### src/rtl/zv_prefix_sum_pipe.sv
`default_nettype none
// ============================================================================
// Module      : zv_prefix_sum_pipe
// Description : Pipelined Ladner-Fischer prefix-sum unit for lane bitmasks.
//               Produces per-lane compaction (bubble) indices plus the
//               popcount of the mask, with one prefix level per pipe stage.
// Ports       : clk, reset (async, active-high), flush (sync discard),
//               in_valid/in_ready/in_mask/in_excl  - input vector handshake
//               out_valid/out_ready/out_psum/out_total - result handshake
//               out_psum lane i sits at [i*IDX_WIDTH +: IDX_WIDTH].
// Config      : ZVPS_OUT_REG_EN - when defined, adds a flopped output stage
//               after the exclusive adjust/total (latency LOG2_LINE+1).
// Revision    : 1.0 - initial release
// ============================================================================
module zv_prefix_sum_pipe #(
    parameter int LINE_SIZE = 32,
    parameter int LOG2_LINE = $clog2(LINE_SIZE),
    parameter int IDX_WIDTH = $clog2(LINE_SIZE) + 1
) (
    input  logic                           clk,
    input  logic                           reset,
    input  logic                           flush,
    input  logic                           in_valid,
    output logic                           in_ready,
    input  logic [LINE_SIZE-1:0]           in_mask,
    input  logic                           in_excl,
    output logic                           out_valid,
    input  logic                           out_ready,
    output logic [LINE_SIZE*IDX_WIDTH-1:0] out_psum,
    output logic [IDX_WIDTH-1:0]           out_total
);

    // w_stage[0] is the zero-extended mask; w_stage[k+1] is stage k's register.
    logic [IDX_WIDTH-1:0] w_stage [LOG2_LINE+1][LINE_SIZE];
    logic [IDX_WIDTH-1:0] w_next  [LOG2_LINE][LINE_SIZE];
    logic [IDX_WIDTH-1:0] r_sum   [LOG2_LINE][LINE_SIZE];
    logic [LOG2_LINE-1:0] r_vld;
    logic [LOG2_LINE-1:0] r_excl;
    logic [LOG2_LINE:0]   w_vld;
    logic [LOG2_LINE:0]   w_excl;
    logic                 w_advance;

    logic [IDX_WIDTH-1:0]           w_out_lane [LINE_SIZE];
    logic [LINE_SIZE*IDX_WIDTH-1:0] w_psum;
    logic [IDX_WIDTH-1:0]           w_total;

    // Whole pipe (bubbles included) freezes only when the head result is refused.
    assign w_advance = !(out_valid && !out_ready);
    assign in_ready  = w_advance && !flush;

    assign w_vld  = {r_vld, in_valid};
    assign w_excl = {r_excl, in_excl};

    generate
        for (genvar j = 0; j < LINE_SIZE; j++) begin : g_lane_in
            assign w_stage[0][j] = IDX_WIDTH'(in_mask[j]);
        end

        for (genvar k = 0; k < LOG2_LINE; k++) begin : g_level
            for (genvar j = 0; j < LINE_SIZE; j++) begin : g_lane
                assign w_stage[k+1][j] = r_sum[k][j];
                if (((j >> k) & 1) == 1) begin : g_add
                    // Last lane of the lower half of this 2^(k+1) block.
                    localparam int c_SRC = ((j >> (k + 1)) << (k + 1)) + (1 << k) - 1;
                    assign w_next[k][j] = w_stage[k][j] + w_stage[k][c_SRC];
                end else begin : g_pass
                    assign w_next[k][j] = w_stage[k][j];
                end
            end
        end

        // Exclusive lane i equals inclusive lane i-1, so the mask need not travel.
        for (genvar j = 0; j < LINE_SIZE; j++) begin : g_out_lane
            if (j == 0) begin : g_first
                assign w_out_lane[j] = w_excl[LOG2_LINE] ? '0 : w_stage[LOG2_LINE][j];
            end else begin : g_rest
                assign w_out_lane[j] = w_excl[LOG2_LINE] ? w_stage[LOG2_LINE][j-1]
                                                         : w_stage[LOG2_LINE][j];
            end
        end
    endgenerate

    always_comb begin
        w_psum = '0;
        for (int i = 0; i < LINE_SIZE; i++) begin
            w_psum[i*IDX_WIDTH +: IDX_WIDTH] = w_out_lane[i];
        end
    end

    assign w_total = w_stage[LOG2_LINE][LINE_SIZE-1];

    always_ff @(posedge clk or posedge reset) begin
        if (reset) begin
            r_vld  <= '0;
            r_excl <= '0;
            for (int k = 0; k < LOG2_LINE; k++) begin
                for (int j = 0; j < LINE_SIZE; j++) begin
                    r_sum[k][j] <= '0;
                end
            end
        end else begin
            if (flush) begin
                r_vld <= '0;
            end else if (w_advance) begin
                r_vld <= w_vld[LOG2_LINE-1:0];
            end
            // Data loads freely on advance; invalid slots simply carry junk.
            if (w_advance) begin
                r_excl <= w_excl[LOG2_LINE-1:0];
                for (int k = 0; k < LOG2_LINE; k++) begin
                    for (int j = 0; j < LINE_SIZE; j++) begin
                        r_sum[k][j] <= w_next[k][j];
                    end
                end
            end
        end
    end

`ifdef ZVPS_OUT_REG_EN
    logic                           r_out_valid;
    logic [LINE_SIZE*IDX_WIDTH-1:0] r_out_psum;
    logic [IDX_WIDTH-1:0]           r_out_total;

    always_ff @(posedge clk or posedge reset) begin
        if (reset) begin
            r_out_valid <= 1'b0;
            r_out_psum  <= '0;
            r_out_total <= '0;
        end else begin
            if (flush) begin
                r_out_valid <= 1'b0;
            end else if (w_advance) begin
                r_out_valid <= w_vld[LOG2_LINE];
            end
            if (w_advance) begin
                r_out_psum  <= w_psum;
                r_out_total <= w_total;
            end
        end
    end

    assign out_valid = r_out_valid;
    assign out_psum  = r_out_psum;
    assign out_total = r_out_total;
`else
    assign out_valid = w_vld[LOG2_LINE];
    assign out_psum  = w_psum;
    assign out_total = w_total;
`endif

endmodule
`default_nettype wire

### config.mk
export PLATFORM = sky130hd
export DESIGN_NAME = zv_prefix_sum_pipe
export DESIGN_NICKNAME = d
export VERILOG_FILES = /design/src/rtl/zv_prefix_sum_pipe.sv
export SDC_FILE = /design/constraint.sdc
export NUM_CORES = 2
export LEC_CHECK = 0
export ABC_AREA = 1
export CAP_MARGIN = 0
export CORE_UTILIZATION = 30
export CTS_BUF_LIST = sky130_fd_sc_hd__clkbuf_8
export CTS_CLUSTER_SIZE = 16
export DETAILED_ROUTE_END_ITERATION = 10
export GPL_ROUTABILITY_DRIVEN = 0
export HOLD_SLACK_MARGIN = 0.03
export RECOVER_POWER = 50
export SETUP_SLACK_MARGIN = 0.5
export SYNTH_ARGS = -nofsm -noshare
export SYNTH_HDL_FRONTEND = slang
export SYNTH_SLANG_ARGS = --single-unit
### constraint.sdc
create_clock -name clk -period 21.2 [get_ports clk]
set_input_delay 4.24 -clock clk [delete_from_list [all_inputs] [get_ports clk]]
set_output_delay 4.24 -clock clk [all_outputs]
set_load 0.005 [all_outputs]
# Word level (Yosys, flattened, before mapping)
# Cells that the tools add are included.
dict set report classes {
  n_mux 34
  n_reduce_logical 5
  n_eq_ne 1
  addsub 80
}
# cell count
set op_table {}
lappend op_table {{$add 6x6->6} 49}
lappend op_table {{$mux 6} 31}
lappend op_table {{$add 1x6->6} 15}
lappend op_table {{$add 1x1->2} 16}
lappend op_table {{$mux 5} 2}
lappend op_table {{$logic_not 1->1} 3}
lappend op_table {{$logic_and 1x1->1} 2}
lappend op_table {{$ne 2x2->1 const B} 1}
lappend op_table {{$mux 1} 1}
dict set report word_totals {
  inputBits 38
  wordCells 282
  ff_bits 815
  output_inout_bits 200
}

# Longest topological paths before layout
dict set report logic_depth {
  ltp_word 4
  ltp_mapped 10
  depth_no_buf 10
}

# Worst setup path after synthesis
# OpenSTA, ideal clock, no wires.
dict set report synth_path {
  path_type {in2out}
  startpoint {in out_ready}
  endpoint {out in_ready}
  path_slack_ns 12.205
  t_required_ns 16.960
  n_path_buf 2
  cell_stages 6
  t_arrival_ns 4.755
  cell_sequence {inv_1 nand2_1 buf_6 buf_6 nand2_1 inv_1}
}
dict set report synth_between {
  elab_chain_cells 4
}
# item line_no
set synth_rtl {}
lappend synth_rtl {{start, declared} 28} ;# input logic out_ready,
lappend synth_rtl {{$logic_not 1->1} 48} ;# assign w_advance = !(out_valid && !out_ready);
lappend synth_rtl {{$logic_and 1x1->1} 48}
lappend synth_rtl {{$logic_not 1->1} 48}
lappend synth_rtl {{$logic_and 1x1->1} 49} ;# assign in_ready = w_advance && !flush;
lappend synth_rtl {{end, declared} 24} ;# output logic in_ready,
# No other way between the ends.

# Worst setup path after layout
dict set report layout_path {
  startpoint {in out_ready}
  endpoint {reg r_sum[231] (netlist name)}
}
dict set report layout_between {
  elab_chain_cells 2
}
# item line_no
set layout_rtl {}
lappend layout_rtl {{$logic_not 1->1} 48}
lappend layout_rtl {{$logic_and 1x1->1} 48}
lappend layout_rtl {{end signal, assigned by index} 112} ;# r_sum[k][j] <= w_next[k][j];
lappend layout_rtl {{end, declared} 36} ;# logic [IDX_WIDTH-1:0] r_sum [LOG2_LINE][LINE_SIZE];
# No other way between the ends.
# A chain may end at the register's enable or synchronous reset.

==> run metrics <==
Static Leak=~16 nW; Netlist cell types=27; Psw=around 1.5 mW; WL final=between 60,000 and 70,000 µm; Startpoint Class=input pin; Worst-path clk slew=roughly 0.060 ns; mean area per synthesized cell=~8.4 µm²; Period minus WS final=about 14 ns; share of cells above drive strength 1=between 4 and 5%; combinational share of power=about two fifths; fill cell count=around 9,400; total CTS buffers=90; Ys Warns=0; most frequent CP cell=nand2_1; PwrDens=roughly 130 nW/µm²; initial core utilization=between 30% and 40%; Int Power=around 2.5 mW; worst r2r path cells=4; Hold Slack=around 0.45 ns; Final ANT Viol Nets=0; Net Sw Frac=38.16%; CP Capture Type=flip-flop; global-route wire length before repair=109,800 µm; most common cell after layout, fill and taps aside=nand2_1; routed len/inst=~14 µm; storage element area=approximately 13,000 µm²; area of the multi-input gates=~12,000 µm²; Sink Count=around 520; initial antenna violation count=8; Core ar.=about 90,000 µm²; Die Area=about 93,000 µm²; fin worst setup slack=about 7.6 ns; skew final=0.04024 ns; DRC=0; setup TNS=0 ns; Max IR drop VDD=around 0.052 mV; Mapped Cells=3,267; hold_buf cts=0; Final Non-Filler Cells=between 4,000 and 5,000; DP Worst Slack=10.59 ns; DR iter-0 viols=1,437; DP Area=between 30,000 and 40,000 µm²; met2 Usage GRT=between 20% and 30%; iteration count of the initial detailed-routing pass=5; CP Cell Sequence=dlygate4sd3_1 > inv_1 > nand2_1 > clkbuf_1 > nand2_1 > o211ai_1; met3 Use GR=between 2 and 3%; Core Util, Final=between 30% and 40%; CTS Buffer Depth=3; clock root cell=clkbuf_8; Placed Instances=~4,500; fmax=approximately 0.073 GHz; cell area after synthesis=about 27,000 µm²; Final Cycle Share=between 60 and 70%; Post-CTS Setup Bufs=0; Clk pwr share=between 20 and 25%; WP data arrival=~14 ns; post-layout net count=around 3,700; CTS tree=built; WS Path Type=in -> reg; final hold viol count=0; CTS resizes=0; worst min-delay path class=reg -> reg; Skew-Pair Late Insertion Delay=~0.71 ns; Die X=304.4 µm; status=finished, violations left; failing checks=capacitance limit, slew limit; remaining global-route overflow=0; Design Power=roughly 4 mW; largest net degree at the start of global routing=234; max incr delay on CP=roughly 5.4 ns; Worst path slowest cell=clkbuf_1; commonest non-fill, non-tap cells in the layout=nand2_1 (1,165), dfrtp_1 (521), o21ai_0 (471); Final Slew Violations=between 700 and 800; chip height=304.4 µm; via/cell ratio=between 4 and 5; Port-buffer cells=206; dpl hpwl=between 40,000 and 50,000 µm; Layout area overhead=16.23%; Final setup viols=0; Top Ports=between 200 and 250; gr usage total=about 15%; most used routing layer=met2; sequential-to-total area share from yosys stat=47.54%; power share of the sequential group=between 30% and 40%; via count=between 20,000 and 25,000; met1 usage=a little over a fifth; FP Rows=110; Worst-Margin Slew=7.756 ns; max-cap viol count=9; fin area=around 32,000 µm²; Crit Path Max Fanout=~190; vias in the first global route=20,063; hold path cells=2; Synth Register Bits=521; unrepaired setup endpoints after global routing=false; CP required=21.76 ns; max_slew headroom=-417.1%; H-Tree Level Count=3
-- metal layers --
| layer | vias to the layer above | part of all wire (%) |
|---|---|---|
| li1 | 10667 | - |
| met2 | 347 | 43 |
| met1 | 9716 | 50 |
| met4 | 10 | 1.7 |
| met5 | - | 0.10 |
| met3 | 96 | 4.5 |
-- logic make-up (layout without fill, tap and decap cells) --
| logic type | count (synthesis) | count (layout) | share of synthesized area [%] |
|---|---|---|---|
| fa+ha+maj | 247 | 247 | 12.61 |
| xor+xnor | 20 | 20 | 0.6387 |
| compound gates | 554 | 554 | 10.39 |
| buf+inv | 519 | 719 | 8.700 |
| simple gates | 1405 | 1405 | 20.11 |
| other cells | 1 | 32 | 0.01367 |
| flops | 521 | 521 | 47.54 |
-- sequential cells by signal, indices dropped and copies added (netlist names) --
register / cells
out_total: 6
r_excl: 5
r_sum: 505
r_vld: 5
-- critical path: cells and delay by family --
family	cells	cell delay [ns]
AO/OA/AOI/OAI	1	0.56
buffers and inverters	3	6.01
AND/OR/NAND/NOR	2	3.33
-- final timing paths --
check	start	endpoint	slack (ns)
setup / recovery	out_ready	r_sum[231]	7.55
hold / removal	r_sum[301]	r_sum[109]	0.45
setup reg to reg	r_vld[4]	r_sum[231]	11.30
hold reg to reg	r_sum[301]	r_sum[109]	0.45
max in group asynchronous	reset	r_sum[61]	8.57
min in group asynchronous	reset	r_sum[948]	5.52
-- area by class of cell --
cell class                      instances  share of cell area [%]
Clock inverter                         55                   1.064
Sequential cell                       521                   40.90
Timing Repair Buffer                  224                   6.912
Clock buffer                          106                   4.577
Inverter                              334                   3.937
Tap cell                             1176                   4.616
Antenna cell                            1                0.007850
Multi-Input combinational cell       2257                   37.99
-- power groups by stage --
stage	Clock, mW	Sequential [mW]	Combinational, mW
global placement	0	1.54	1.57
CTS	0.946	1.53	1.61
global route	0.991	1.57	1.85
floorplan	0	1.47	1.03
finish	0.911	1.53	1.58
detailed placement	0	1.54	1.60
-- cell usage after synthesis --
master	instances	area share (%)
xor2_1	6	0.19
nand2_1	1164	16
nand2_2	3	0.068
buf_6	7	0.29
nand3b_1	5	0.14
xnor2_1	14	0.45
fa_1	49	3.6
ha_1	198	9.0
dfrtp_1	521	48
inv_1	332	4.5
nand3_1	116	2.1
o21ai_0	466	8.5
clkinv_1	2	0.027
a21oi_1	39	0.71
o21ai_1	7	0.13
nor2_2	1	0.023
o22ai_1	22	0.50
conb_1	1	0.014
a31oi_1	1	0.023
a21o_1	9	0.25
nor2_1	89	1.2
o31ai_1	3	0.082
buf_2	68	1.2
or2_2	27	0.62
o211ai_1	7	0.19
clkbuf_1	30	0.41
buf_4	80	2.2
No activity file was read; power rests on OpenSTA's default activity.
